`src/rtl/cpu_pkg.sv`:
```
// Types and constants shared by the instruction-fetch path.
package cpu_pkg;

  localparam int INSTR_W = 32;
  localparam int PC_STEP = 4;

  typedef enum logic [1:0] {
    FETCH,
    WAIT,
    DROP
  } fetch_state_t;

endpackage

```
`src/rtl/prefetch_fifo.sv`:
```
// Small circular buffer holding fetched {instruction, pc} pairs.
// The head entry is read straight out of the entry registers.
module prefetch_fifo #(
  parameter int DEPTH = 2,
  parameter int WIDTH = 64
) (
  input  logic                       clk,
  input  logic                       rst_n,
  input  logic                       push,
  input  logic                       pop,
  input  logic                       flush,
  input  logic [WIDTH-1:0]           wdata,
  output logic [WIDTH-1:0]           rdata,
  output logic [$clog2(DEPTH+1)-1:0] count
);

  localparam int PW = $clog2(DEPTH);
  localparam int CW = $clog2(DEPTH+1);

  logic [PW-1:0]    rd_ptr_reg, wr_ptr_reg;
  logic [CW-1:0]    count_reg;
  logic [WIDTH-1:0] entry_q [DEPTH];

  // Pointers wrap at DEPTH-1 so non-power-of-two depths work.
  function automatic logic [PW-1:0] ptr_inc(input logic [PW-1:0] p);
    return (p == PW'(DEPTH - 1)) ? '0 : p + 1'b1;
  endfunction

  genvar gi;
  generate
    for (gi = 0; gi < DEPTH; gi++) begin : g_entry
      logic [WIDTH-1:0] entry_reg;
      always_ff @(posedge clk or negedge rst_n) begin
        if (!rst_n) begin
          entry_reg <= '0;
        end else if (push && !flush && wr_ptr_reg == PW'(gi)) begin
          entry_reg <= wdata;
        end
      end
      assign entry_q[gi] = entry_reg;
    end
  endgenerate

  always_ff @(posedge clk or negedge rst_n) begin
    if (!rst_n) begin
      rd_ptr_reg <= '0;
      wr_ptr_reg <= '0;
      count_reg  <= '0;
    end else if (flush) begin
      rd_ptr_reg <= '0;
      wr_ptr_reg <= '0;
      count_reg  <= '0;
    end else begin
      if (push) wr_ptr_reg <= ptr_inc(wr_ptr_reg);
      if (pop)  rd_ptr_reg <= ptr_inc(rd_ptr_reg);
      case ({push, pop})
        2'b10:   count_reg <= count_reg + 1'b1;
        2'b01:   count_reg <= count_reg - 1'b1;
        default: count_reg <= count_reg;
      endcase
    end
  end

  assign rdata = entry_q[rd_ptr_reg];
  assign count = count_reg;

  a_no_push_full: assert property (@(posedge clk) disable iff (!rst_n)
    !(push && !flush && count_reg == CW'(DEPTH)));

endmodule

```
`src/rtl/if_prefetch.sv`:
```
// Instruction-fetch stage: owns the fetch PC, keeps one memory read in flight
// and buffers returned words for the datapath; redirects flush and restart.
module if_prefetch
  import cpu_pkg::*;
#(
  parameter int          DEPTH    = 2,
  parameter logic [31:0] RESET_PC = 32'h0000_0000
) (
  input  logic        clk,
  input  logic        rst_n,
  output logic        imem_req,
  output logic [31:0] imem_addr,
  input  logic        imem_gnt,
  input  logic        imem_rvalid,
  input  logic [31:0] imem_rdata,
  output logic        ins_valid,
  input  logic        ins_ready,
  output logic [31:0] ins_data,
  output logic [31:0] ins_pc,
  input  logic        redirect,
  input  logic [31:0] redirect_pc
);

  localparam int CW = $clog2(DEPTH+1);

  fetch_state_t          state_reg, state_next;
  logic [31:0]           fpc_reg, fpc_next;
  logic [31:0]           req_pc_reg;
  logic [CW-1:0]         count;
  logic [CW:0]           resv;
  logic                  pop, push, fire;
  logic [2*INSTR_W-1:0]  fifo_wdata, fifo_rdata;
  logic                  redirect_lsb_unused;

  assign redirect_lsb_unused = ^redirect_pc[1:0];

  assign ins_valid = (count != '0);
  assign pop       = ins_valid & ins_ready & ~redirect;
  assign push      = (state_reg == WAIT) & imem_rvalid & ~redirect;

  // Slots already claimed: buffered entries plus the wanted in-flight word.
  assign resv = (CW+1)'(count) + (CW+1)'(state_reg == WAIT) - (CW+1)'(pop);

  // rst_n gating keeps the request low while the stage is held in reset.
  assign imem_req = rst_n & ~redirect
                  & ((state_reg == FETCH) | ((state_reg == WAIT) & imem_rvalid))
                  & (resv < (CW+1)'(DEPTH));
  assign imem_addr = fpc_reg;
  assign fire      = imem_req & imem_gnt;

  always_comb begin
    state_next = state_reg;
    fpc_next   = fpc_reg;
    if (redirect) begin
      fpc_next = {redirect_pc[31:2], 2'b00};
      unique case (state_reg)
        FETCH:      state_next = FETCH;
        WAIT, DROP: state_next = imem_rvalid ? FETCH : DROP;
        default:    state_next = FETCH;
      endcase
    end else if (fire) begin
      fpc_next   = fpc_reg + 32'(PC_STEP);
      state_next = WAIT;
    end else if (state_reg != FETCH && imem_rvalid) begin
      state_next = FETCH;
    end
  end

  always_ff @(posedge clk or negedge rst_n) begin
    if (!rst_n) begin
      state_reg  <= FETCH;
      fpc_reg    <= RESET_PC;
      req_pc_reg <= '0;
    end else begin
      state_reg <= state_next;
      fpc_reg   <= fpc_next;
      if (fire) req_pc_reg <= fpc_reg;
    end
  end

  assign fifo_wdata = {imem_rdata, req_pc_reg};

  prefetch_fifo #(
    .DEPTH (DEPTH),
    .WIDTH (2*INSTR_W)
  ) u_fifo (
    .clk   (clk),
    .rst_n (rst_n),
    .push  (push),
    .pop   (pop),
    .flush (redirect),
    .wdata (fifo_wdata),
    .rdata (fifo_rdata),
    .count (count)
  );

  assign {ins_data, ins_pc} = fifo_rdata;

endmodule

```
`config.mk`:
```
export PLATFORM = sky130hd
export DESIGN_NAME = if_prefetch
export DESIGN_NICKNAME = d
export VERILOG_FILES = /design/src/rtl/cpu_pkg.sv /design/src/rtl/prefetch_fifo.sv /design/src/rtl/if_prefetch.sv
export SDC_FILE = /design/constraint.sdc
export NUM_CORES = 1
export LEC_CHECK = 0
export BUFFER_PORTS_ARGS = -buffer_cell sky130_fd_sc_hd__buf_2
export CAP_MARGIN = 20
export CORE_AREA = 2 2 196 198
export CTS_BUF_LIST = sky130_fd_sc_hd__clkbuf_8 sky130_fd_sc_hd__clkbuf_16
export DETAILED_ROUTE_END_ITERATION = 6
export DIE_AREA = 0 0 198 200
export PLACE_DENSITY_LB_ADDON = 0.12
export REMOVE_ABC_BUFFERS = 1
export SLEW_MARGIN = 20
export SYNTH_ARGS = -nofsm -noshare
export SYNTH_HDL_FRONTEND = slang
export SYNTH_HIERARCHICAL = 1
export SYNTH_SLANG_ARGS = --single-unit
```
`constraint.sdc`:
```
create_clock -name clk -period 3.1 [get_ports clk]
set_clock_uncertainty 0.1 [all_clocks]
set_input_delay 0.62 -clock clk [delete_from_list [all_inputs] [get_ports clk]]
set_output_delay 0.62 -clock clk [all_outputs]
set_load 0.02 [all_outputs]
```
* Yosys cells after proc, flatten, opt, wreduce, memory -nomap -nowiden *
Index checks and enable logic that the tools add are counted.

word-level totals
  register bits after elaboration = 198
  input port bits = 70
  output and inout port bits = 98
  word-level logic and storage cells = 65

operators by class
  $add $sub $neg = 7
  magnitude comparators = 2
  equality and inequality tests = 4
  mux-type cells = 18
  bitwise gates (word level) = 12
  reductions and logical operators = 14

operator list
  operator                 count
  $mux W64                 3
  $mux W32                 2
  $add A32 B3 Y32 const B  1
  $mux W2                  6
  $reduce_bool A2 Y1       5
  $and A1 B1 Y1            8
  $mux W1                  6
  $reduce_bool A3 Y1       2
  $eq A2 B1 Y1 const B     2
  $eq A2 B2 Y1 const B     2
  $logic_and A1 B1 Y1      4
  $pmux W2 S2              1
  $add A2 B1 Y3            1
  $lt A3 B2 Y1 const B     1
  $sub A3 B1 Y3            1
  $add A1 B1 Y1 const B    2
  $add A2 B1 Y2 const B    1
  $ge A2 B2 Y1 const B     1
  $logic_not A2 Y1         1
  $not A1 Y1               2
  $not A1 Y2               1
  $reduce_or A2 Y1         1
  $sub A2 B1 Y2 const B    1
  $logic_not A1 Y1         1
  $or A1 B1 Y1             1

* Longest topological paths before layout *
Gate-level depths: netlist of the first run.

  depth after elaboration = 9
  mapped depth = 13

* By module *
Netlist of the first run, hierarchy kept.

by module, submodules not included
  module         instances  cells each  area an instance (µm²)
  prefetch_fifo  1          360         6035.8
  if_prefetch    1          371         3248.1

* Worst setup path before layout of the first run *
Ideal clock, no wire load.

  path type = input port to flip-flop
  start = input port redirect
  end = register fpc_reg[15], in the netlist imem_addr[15]
  library setup time = 139 ps
  arrival time = 3529 ps
  slack = -668 ps
  stages on the path = 11
  path buffers = 2
  path through = clkbuf_1 clkbuf_1 and3b_1 ha_1 nand2b_1 fa_1 and3b_1 nand4b_1 or4_1 nand3b_1 o211ai_1

on the way
  longest elaborated chain between the ends = 7

RTL lines
  item                          RTL line           text
  start: declaration            if_prefetch.sv:20  input logic redirect,
  $not A1 Y1                    if_prefetch.sv:38  assign pop = ins_valid & ins_ready & ~redirect;
  $and A1 B1 Y1                 if_prefetch.sv:38
  via pop                       if_prefetch.sv:31  logic pop, push, fire;
  $sub A3 B1 Y3                 if_prefetch.sv:42  assign resv = (CW+1)'(count) + (CW+1)'(state_reg == WAIT) - (CW+1)'(pop);
  $lt A3 B2 Y1                  if_prefetch.sv:47  & (resv < (CW+1)'(DEPTH));
  $and A1 B1 Y1                 if_prefetch.sv:47
  $and A1 B1 Y1                 if_prefetch.sv:49  assign fire = imem_req & imem_gnt;
  $reduce_bool A2 Y1 (no line)  -
  end signal: assignment        if_prefetch.sv:76  fpc_reg <= fpc_next;
  end: declaration              if_prefetch.sv:27  logic [31:0] fpc_reg, fpc_next;

The timed path passes the listed nets, and every way through them passes these cells.
A chain may end at the register's enable or synchronous reset.

* Worst setup path after layout of the first run *
  start = register u_fifo.count_reg[0], in the netlist u_fifo/count[0]
  end = output port imem_req

on the way
  longest elaborated chain between the ends = 6

RTL lines
  item                        RTL line             text
  start: declaration          prefetch_fifo.sv:21  logic [CW-1:0] count_reg;
  start signal: assignment    prefetch_fifo.sv:57  2'b10: count_reg <= count_reg + 1'b1;
  start signal: assignment    prefetch_fifo.sv:58  2'b01: count_reg <= count_reg - 1'b1;
  start signal: assignment    prefetch_fifo.sv:59  default: count_reg <= count_reg;
  $reduce_bool A2 Y1          if_prefetch.sv:37    assign ins_valid = (count != '0);
  $and A1 B1 Y1 (2 in a row)  if_prefetch.sv:38
  via pop                     if_prefetch.sv:31
  $sub A3 B1 Y3               if_prefetch.sv:42
  $lt A3 B2 Y1                if_prefetch.sv:47
  $and A1 B1 Y1               if_prefetch.sv:47
  end: declaration            if_prefetch.sv:11    output logic imem_req,

The timed path passes the listed nets, and every way through them passes these cells.

==> reports/metrics.cfg, run 1 <==
[cells_and_area]
area.growth.synth_to_final_pct = 27.9
finalNonFillerCells = 1456
antenna_cells = 0
drive_above_1_share_pct = 51.7
nFillCells = 3827
multi_input_area_sq_mm = 0.00426
regArea_sq_mm = 0.00486
largest_reg_flops = 128
nets = 1007

[power_and_ir_drop]
power.density_mw_per_mm2 = 728
finalPower_w = 0.00864
leakagePower_nw = 5.83
vdd_drop_max_mv = 0.399

[outcome]
outcome = complete, but fails checks
violations = setup timing

[place]
dpl.cell_count = 1403
port-buffer-count = 163
dp_hpwl_um = 17200
place_congestion = 0.720

[routing]
num_vias = 6241
drc_errors = 0
vias_per_cell = 4.29
drt-wirelength-per-cell_um = 17.9
first_pass_iters = 4
finalWirelength_um = 26100
ant_nets = 0
drtIter0Drc = 312

[logic_synthesis]
netlist_area_sq_mm = 0.00928
ys_async_sr_fraction_pct = 100
synth_edf_count = 0
syn_area_per_cell_sq_um = 12.7
yosys_warnings = 6
synth-main-ff-cell = dfrtp_1
ys_seq_elements = 194
synthTopCellsByArea = dfrtp_1 52%, mux2_2 16%, mux2_4 9.7%
netlist-cell-type-count = 52
ys_seq_area_share_pct = 52.3
synth_top_area_share_pct = 52.3
yosysTopAreaCell = dfrtp_1
synthCells = 731

[clocking]
cts_tree = built
numCtsBuffers = 17
clockRootBuffer = clkbuf_16
holdBufCountCts = 0
clock_insertion_delay_worst_skew_ns = 0.46
cts_sinks = 194
htree_levels = 4
clockBufferDepth = 2
clk_pin_slew_ns = 0.08

[floorplanning]
dieArea_sq_mm = 0.0396
start_util_pct = 24.8
rows = 71
ios = 168
core_area_sq_mm = 0.0374
die_w_um = 198
dieHeight_um = 200

[global_route]
grt_max_degree = 144
globalRouteMet3Util_pct = 4.22
overflow = 0
gr-max-usage-layer = met2
met2_usage_pct = 20.9
met1_usage_pct = 18.9
grt_pass1_wl_um = 40300
antenna_found_initial = 0
grt_pass1_vias = 6467
grt_usage_pct = 13.7

[sta]
hold_viol_final = 0
clock.fmax_ghz = 0.289
relSlewSlack_pct = 36.1
min_period_over_period_pct = 112
fin_ws_ns = -0.362
slew_viol_final = 0
tightest_slew_ns = 0.959
min_period_ns = 3.46
setup_viol = 28
tns_ns = -1.75
rsz0062_at_grt = true
holdWs_ns = 0.185

[worst_setup_path]
critPathRequiredTime_ns = 2.38
path_class = reg2out
cp-startpoint = u_fifo/count[0]$_DFFE_PN0P_
worstSetupStartpointType = flip-flop
crit_fanout = 2
critPathArrivalTime_ns = 2.74
reg2reg_from = u_fifo/count[0]$_DFFE_PN0P_
worstSetupEndpointType = output port

[worst_hold_path]
hp-class = in2async

[run]
max_cap_violations = 0

==> worst max-delay path, stage by stage (launching register included) <==
cell,delay [ns]
dfrtp_1,0.38
or2_4,0.25
and3b_1,0.19
ha_1,0.29
nand2b_4,0.14
fa_1,0.47
and3b_2,0.20
buf_6,0.10
nand2_4,0.05
nor2_4,0.10
buf_6,0.12
==> layer usage <==
metal | part of all wire [%] | vias to the layer above | routed length, um
met3 | 5.3 | 16 | 1390
met2 | 45 | 140 | 11700
met4 | 0.93 | 0 | 242
li1 | - | 2976 | -
met5 | 0 | - | 0
met1 | 49 | 3109 | 12700
==> through the flow <==
step | cell area [sq um] | setup WS (ns) | util (%)
floorplan | 8950 | -2.51 | -
global placement | 10800 | -0.317 | 28.8
detailed placement | 10800 | -0.331 | 28.8
CTS | 11600 | -0.424 | 31.1
global route | 11900 | -0.506 | 31.8
finish | 11900 | -0.362 | 31.8
==> placed cells by master (no fill, tap or decap), drive strengths merged, types with 2 or more instances in the layout <==
master / netlist / routed
a21oi: 2 / 2
a221o: 4 / 4
a22oi: 3 / 3
a311o: 2 / 2
and2: 3 / 3
and3: 3 / 3
and3b: 4 / 4
and4: 4 / 4
buf: 32 / 220
bufinv: 0 / 3
clkbuf: 13 / 20
clkinv: 0 / 7
conb: 1 / 6
dfrtp: 194 / 194
ha: 4 / 4
inv: 5 / 8
mux2: 194 / 194
mux2i: 4 / 4
nand2: 126 / 126
nand2b: 6 / 6
nand3: 16 / 16
nand3b: 3 / 3
nand4: 11 / 11
nor2: 11 / 11
nor2b: 5 / 5
nor3: 13 / 13
nor3b: 3 / 3
nor4: 3 / 3
o211ai: 11 / 11
o21ai: 20 / 20
o31a: 2 / 2
or4: 4 / 4
xnor2: 9 / 9
xor2: 7 / 7
==> where the power goes <==
group	leakage [nW]	total [W]	switching, W	internal [W]
clock network	0.300	0.00235	0.00106	0.00129
logic	2.97	0.00267	0.00131	0.00135
registers	2.55	0.00362	0.000460	0.00316
==> worst paths after layout <==
check / to / slack, ns / cells past startpoint
hold / removal: imem_addr[16]$_DFFE_PN0P_ / 0.18 / 2
min in group clk: imem_addr[5]$_DFFE_PN0P_ / 0.27 / 3
setup reg to reg: imem_addr[27]$_DFFE_PN0P_ / -0.15 / 14
hold reg to reg: u_fifo/g_entry[1].entry_reg[31]$_DFFE_PN0P_ / 0.40 / 1
max in group asynchronous: u_fifo/g_entry[1].entry_reg[27]$_DFFE_PN0P_ / 1.91 / 2
setup / recovery: imem_req / -0.36 / 10
==> cell usage after synthesis, types with 3 or more instances <==
master / instances
nand4_1: 10
nor3_2: 5
buf_4: 4
xnor2_1: 9
buf_6: 7
a221o_1: 4
a22oi_1: 3
buf_2: 12
inv_1: 5
buf_1: 3
mux2i_1: 4
clkbuf_1: 13
nand3b_1: 3
nand2_1: 126
and3b_1: 3
and4_1: 4
nor2b_1: 5
xor2_1: 7
buf_12: 6
and3_1: 3
nor4_1: 3
nor3_1: 8
nand3_1: 16
mux2_4: 60
o21ai_0: 20
o211ai_1: 11
dfrtp_1: 194
ha_1: 4
nand2b_1: 6
nor2_1: 11
mux2_2: 134
or4_1: 3
==> final cells by class <==
type,instances,share of cell area [%]
Sequential cell,194,40.9
Multi-Input combinational cell,492,35.8
Timing Repair Buffer,222,12.7
Tap cell,511,5.38
Clock buffer,18,3.70
Clock inverter,14,1.34
Inverter,5,0.158
==> cells by family after synthesis <==
group                      Yosys count  share of synthesized area, %
muxes                              198                          26.4
AOI/OAI and AO/OA                   48                          3.52
and+or+nand+nor                    219                          11.5
DFF                                194                          52.3
other                                1                        0.0404
buffers and inverters               50                          3.96
adders and majority gates            5                         0.755
xor gates and xnor gates            16                          1.51
==> what timing repair did <==
item / in CTS / in global routing
setup endpoints to repair: 34 / 34
gates resized for setup: 37 / 48
buffers inserted: 14 / 7
pin swaps: 17 / 16
cloned: 0 / 1
(Power assumes the default switching activity.)
==> inputs of run 2 (changes only) <==
Settings changed: CTS_CLUSTER_DIAMETER from default to 40, RECOVER_POWER from default to 50.
==> reports/metrics.cfg, run 2 (synthesis gave the netlist of run 1 again) <==
[floorplanning]
dieHeight_um = 200  ; unchanged
dieArea_sq_mm = 0.0396  ; unchanged
rows = 71  ; unchanged
start_util_pct = 24.8  ; unchanged
ios = 168  ; unchanged
die_w_um = 198  ; unchanged
core_area_sq_mm = 0.0374  ; unchanged

[worst_hold_path]
hp-class = in2async  ; unchanged

[cells_and_area]
antenna_cells = 0  ; unchanged
nets = 1007  ; unchanged
area.growth.synth_to_final_pct = 27.6  ; was 27.9%
nFillCells = 3832  ; was 3827
drive_above_1_share_pct = 49.3  ; was 51.7%
final_core_util_pct = 31.7  ; was 31.8%
final_common_cell = dfrtp_1  ; unchanged
stdcell_area_sq_mm = 0.0118  ; was 0.0119 sq mm
largest_reg_flops = 128  ; unchanged
final_cell_mix = 193 x dfrtp_1, 138 x buf_2, 134 x mux2_2  ; was 193 x dfrtp_1, 161 x buf_2, 134 x mux2_2

[clocking]
numCtsBuffers = 17  ; unchanged
htree_levels = 4  ; unchanged
clock_insertion_delay_worst_skew_ns = 0.46  ; about the same
clk_pin_slew_ns = 0.08  ; about the same
holdBufCountCts = 0  ; unchanged
clockRootBuffer = clkbuf_16  ; unchanged
clockBufferDepth = 2  ; unchanged
cts_sinks = 194  ; unchanged
cts_tree = built  ; unchanged

[worst_setup_path]
worstSetupEndpointType = output port  ; unchanged
critPathRequiredTime_ns = 2.38  ; about the same
crit_fanout = 2  ; unchanged
worstSetupStartpointType = flip-flop  ; unchanged
path_class = reg2out  ; unchanged
critPathArrivalTime_ns = 2.74  ; about the same

[place]
dpl_cell_area_sq_mm = 0.0108  ; unchanged
port-buffer-count = 163  ; unchanged
dp_hpwl_um = 17200  ; unchanged
place_congestion = 0.720  ; unchanged

[sta]
tightest_slew_ns = 1.40  ; was 0.959 ns
rsz0062_at_grt = true  ; unchanged
min_period_over_period_pct = 112  ; about the same
min_period_ns = 3.46  ; about the same
relSlewSlack_pct = 7.00  ; was 36.1%
fin_ws_ns = -0.360  ; was -0.362 ns
hold_viol_final = 0  ; unchanged
clock.fmax_ghz = 0.289  ; about the same
tns_ns = -1.71  ; was -1.75 ns
setup_viol = 28  ; unchanged
slew_viol_final = 0  ; unchanged

[global_route]
overflow = 0  ; unchanged
grt_max_degree = 144  ; unchanged
grt_usage_pct = 13.7  ; unchanged
grt_pass1_wl_um = 40300  ; unchanged
grt_pass1_vias = 6467  ; unchanged
antenna_found_initial = 0  ; unchanged

[power_and_ir_drop]
power.density_mw_per_mm2 = 728  ; about the same
finalPower_w = 0.00863  ; was 0.00864 W
vdd_drop_max_mv = 0.398  ; was 0.399 mV
leakagePower_nw = 5.75  ; was 5.83 nW

[routing]
finalWirelength_um = 26100  ; about the same
drt-wirelength-per-cell_um = 17.9  ; about the same
drtIter0Drc = 307  ; was 312
first_pass_iters = 4  ; unchanged
drc_errors = 0  ; unchanged
num_vias = 6242  ; was 6241
vias_per_cell = 4.29  ; about the same
ant_nets = 0  ; unchanged

[outcome]
violations = setup timing  ; unchanged
outcome = complete, but fails checks  ; unchanged

[run]
max_cap_violations = 0  ; unchanged

==> run 2: cell count changes in the layout (fill, tap and decap cells not counted), sizes merged <==
cell    delta
buf       -24
clkbuf    +24
==> run 2: area by class of cell <==
type                    count  area, sq um  area share (%)
flip-flops and latches    194         4860            41.0
inverters                   5         18.8           0.158
repair buffers            222         1470            12.4
multi-input cells         492         4260            35.9
well taps                 511          639            5.40
clock inverters            14          159            1.34
clock buffers              18          439            3.71
==> run 2: path summary, 6_finish.rpt <==
kind | startpoint | cells past startpoint | slack, ns | to
min in group clk | redirect_pc[5] | 3 | 0.28 | imem_addr[5]$_DFFE_PN0P_
hold reg to reg | u_fifo/g_entry[1].entry_reg[31]$_DFFE_PN0P_ | 1 | 0.40 | u_fifo/g_entry[1].entry_reg[31]$_DFFE_PN0P_
hold / removal | rst_n | 2 | 0.19 | imem_addr[16]$_DFFE_PN0P_
setup / recovery | u_fifo/count[0]$_DFFE_PN0P_ | 10 | -0.36 | imem_req
max in group asynchronous | rst_n | 2 | 1.33 | u_fifo/rd_ptr_reg$_DFFE_PN0P_
setup reg to reg | u_fifo/count[0]$_DFFE_PN0P_ | 14 | -0.15 | imem_addr[27]$_DFFE_PN0P_
==> run 2: routing by layer <==
layer  vias to the layer above  GRT usage, %  wire (um)
li1                       2972             -          -
met1                      3125          18.9      12700
met2                       129          20.9      11800
met3                        16          4.22       1360
met4                         0          3.51        242
met5                         -             0          0
==> run 2: repair_timing <==
action / in CTS / in global routing
gates resized for setup: 37 / 48
cloned: 0 / 1
setup buffers: 14 / 7
setup endpoints to repair: 34 / 34
pin swaps: 17 / 16
==> run 2: where the power goes <==
group | switching, W | internal [W] | leakage [nW]
Clock | 0.00106 | 0.00129 | 0.300
Sequential | 0.000460 | 0.00316 | 2.55
Combinational | 0.00131 | 0.00135 | 2.90
Total | 0.00283 | 0.00579 | 5.75
==> run 2: stage by stage <==
| step | hold slack [ns] | std cells | worst slack, ns |
|---|---|---|---|
| after CTS | 0.232 | 1449 | -0.424 |
| after global routing | 0.234 | 1456 | -0.506 |
| after detailed placement | 0.387 | 1403 | -0.331 |
| final | 0.187 | 1456 | -0.360 |
| after global placement | 0.380 | 1403 | -0.317 |
| after floorplan | 0.224 | 691 | -2.51 |
==> run 2: worst max-delay path, stage by stage (launching register included) <==
cell      delay [ns]
dfrtp_1         0.38
or2_4           0.25
and3b_1         0.19
ha_1            0.29
nand2b_4        0.14
fa_1            0.47
and3b_2         0.20
buf_6           0.10
nand2_4         0.05
nor2_4          0.10
buf_6           0.12
==> inputs of run 3 (changes only) <==
Clock period 3.1 ns to 4.1 ns, I/O delays scaled along.
==> reports/metrics.cfg, run 3 (synthesis gave the netlist of run 1 again) <==
[power_and_ir_drop]
power.density_mw_per_mm2 = 576  ; was 728 mW/mm^2
leakagePower_nw = 5.30  ; was 5.75 nW
vdd_drop_max_mv = 0.255  ; was 0.398 mV

[worst_setup_path]
reg2regPathDepth = 11  ; was 14
worstSetupEndpointType = output port  ; unchanged
crit_fanout = 6  ; was 2
critPathRequiredTime_ns = 3.18  ; was 2.38 ns
worstSetupStartpointType = flip-flop  ; unchanged
critPathArrivalTime_ns = 2.89  ; was 2.74 ns
path_class = reg2out  ; unchanged

[worst_hold_path]
hp-class = in2async  ; unchanged

[cells_and_area]
antenna_cells = 0  ; unchanged
final_cell_mix = 194 x dfrtp_1, 134 x mux2_2, 132 x buf_2  ; was 193 x dfrtp_1, 138 x buf_2, 134 x mux2_2
multi_input_area_sq_mm = 0.00409  ; was 0.00426 sq mm
largest_reg_flops = 128  ; unchanged
regArea_sq_mm = 0.00485  ; was 0.00486 sq mm
finalNonFillerCells = 1411  ; was 1456
nets = 962  ; was 1007
nFillCells = 3954  ; was 3832
stdcell_area_sq_mm = 0.0111  ; was 0.0118 sq mm
final_core_util_pct = 29.7  ; was 31.7%
final_common_cell = dfrtp_1  ; unchanged
area.growth.synth_to_final_pct = 19.8  ; was 27.6%
drive_above_1_share_pct = 42.2  ; was 49.3%

[routing]
drt-wirelength-per-cell_um = 17.8  ; was 17.9 um
finalWirelength_um = 25100  ; was 26100 um
drtIter0Drc = 311  ; was 307
drc_errors = 0  ; unchanged
ant_nets = 0  ; unchanged
num_vias = 6029  ; was 6242
vias_per_cell = 4.27  ; was 4.29
first_pass_iters = 4  ; unchanged

[sta]
slew_viol_final = 161  ; was 0
min_period_over_period_pct = 93.0
hold_viol_final = 0  ; unchanged
clock.fmax_ghz = 0.262
relSlewSlack_pct = -79.2  ; was 7.00%
setup_viol = 0  ; was 28
rsz0062_at_grt = false  ; was true
tightest_slew_ns = 2.69  ; was 1.40 ns
fin_ws_ns = 0.286  ; was -0.360 ns
min_period_ns = 3.81
tns_ns = 0  ; was -1.71 ns

[place]
place_congestion = 0.694  ; was 0.720
dpl_cell_area_sq_mm = 0.0106  ; was 0.0108 sq mm
dp_hpwl_um = 16400  ; was 17200 um
place_ws_ns = 0.210  ; was -0.331 ns
dpl.cell_count = 1379  ; was 1403
port-buffer-count = 163  ; unchanged

[clocking]
post_cts_resized = 0  ; was 37
clk_pin_slew_ns = 0.07  ; was 0.08 ns
numCtsBuffers = 17  ; unchanged
holdBufCountCts = 0  ; unchanged
clock_insertion_delay_worst_skew_ns = 0.45  ; was 0.46 ns
htree_levels = 4  ; unchanged
cts_tree = built  ; unchanged
cts_sinks = 194  ; unchanged
clockBufferDepth = 2  ; unchanged
post-cts-setup-buffers = 0  ; was 14
clockRootBuffer = clkbuf_16  ; unchanged

[floorplanning]
rows = 71  ; unchanged
dieHeight_um = 200  ; unchanged
core_area_sq_mm = 0.0374  ; unchanged
ios = 168  ; unchanged
dieArea_sq_mm = 0.0396  ; unchanged
die_w_um = 198  ; unchanged
start_util_pct = 24.8  ; unchanged

[global_route]
grt_max_degree = 112  ; was 144
antenna_found_initial = 0  ; unchanged
grt_pass1_vias = 6338  ; was 6467
grt_pass1_wl_um = 38900  ; was 40300 um
grt_usage_pct = 13.2  ; was 13.7%
overflow = 0  ; unchanged

[outcome]
outcome = complete, but fails checks  ; unchanged
violations = capacitance limit, slew limit  ; was setup timing

[run]
max_cap_violations = 2  ; was 0

-- run 3: changes by cell type in the layout (fill, tap and decap cells not counted), sizes merged --
cell | previous run | this run
inv | 8 | 9
buf | 196 | 140
clkbuf | 44 | 56
clkinv | 7 | 2
clkinvlp | 1 | 4
-- run 3: worst max-delay path: stages, from the launching register on --
cell and delay [ns]:
dfrtp_1 0.43, or2_2 0.32, and3b_1 0.25, ha_1 0.30, nand2b_1 0.15, fa_1 0.48, and3b_1 0.19, nand2_1 0.06
nor2_1 0.10, buf_2 0.17
-- run 3: metrics by stage --
step,total power [W],hold slack [ns]
2_1_floorplan,0.00401,0.359
3_3_place_gp,0.00468,0.381
3_5_place_dp,0.00468,0.387
4_1_cts,0.00656,0.192
5_1_grt,0.00682,0.191
6_report,0.00641,0.194
-- run 3: metal layers --
layer | up-vias | global-route usage (%) | share of wire [%]
li1 | 2870 | - | -
met2 | 138 | 20.5 | 45
met3 | 15 | 3.75 | 4.7
met4 | 0 | 3.12 | 0.94
met1 | 3006 | 18.2 | 50
met5 | - | 0 | 0
-- run 3: final cells by class --
cell class | count | area share [%]
inverters | 5 | 0.169
well taps | 511 | 5.75
clock buffers | 19 | 4.07
multi-input cells | 492 | 36.7
clock inverters | 13 | 1.55
repair buffers | 177 | 8.09
flip-flops and latches | 194 | 43.6
-- run 3: final timing paths --
| kind | startpoint | slack [ns] | to |
|---|---|---|---|
| hold reg to reg | req_pc_reg[27]$_DFFE_PN0P_ | 0.40 | req_pc_reg[27]$_DFFE_PN0P_ |
| setup reg to reg | u_fifo/count[0]$_DFFE_PN0P_ | 0.47 | imem_addr[27]$_DFFE_PN0P_ |
| hold / removal | rst_n | 0.19 | imem_addr[21]$_DFFE_PN0P_ |
| max in group asynchronous | rst_n | 0.75 | req_pc_reg[7]$_DFFE_PN0P_ |
| min in group clk | req_pc_reg[27]$_DFFE_PN0P_ | 0.40 | req_pc_reg[27]$_DFFE_PN0P_ |
| setup / recovery | u_fifo/count[0]$_DFFE_PN0P_ | 0.29 | imem_req |
-- run 3: power by group --
| group | internal, W | switching, W | total, W |
|---|---|---|---|
| clock | 0.00100 | 0.000802 | 0.00181 |
| combinational | 0.000923 | 0.000947 | 0.00187 |
| sequential | 0.00239 | 0.000345 | 0.00273 |
| total | 0.00431 | 0.00209 | 0.00641 |
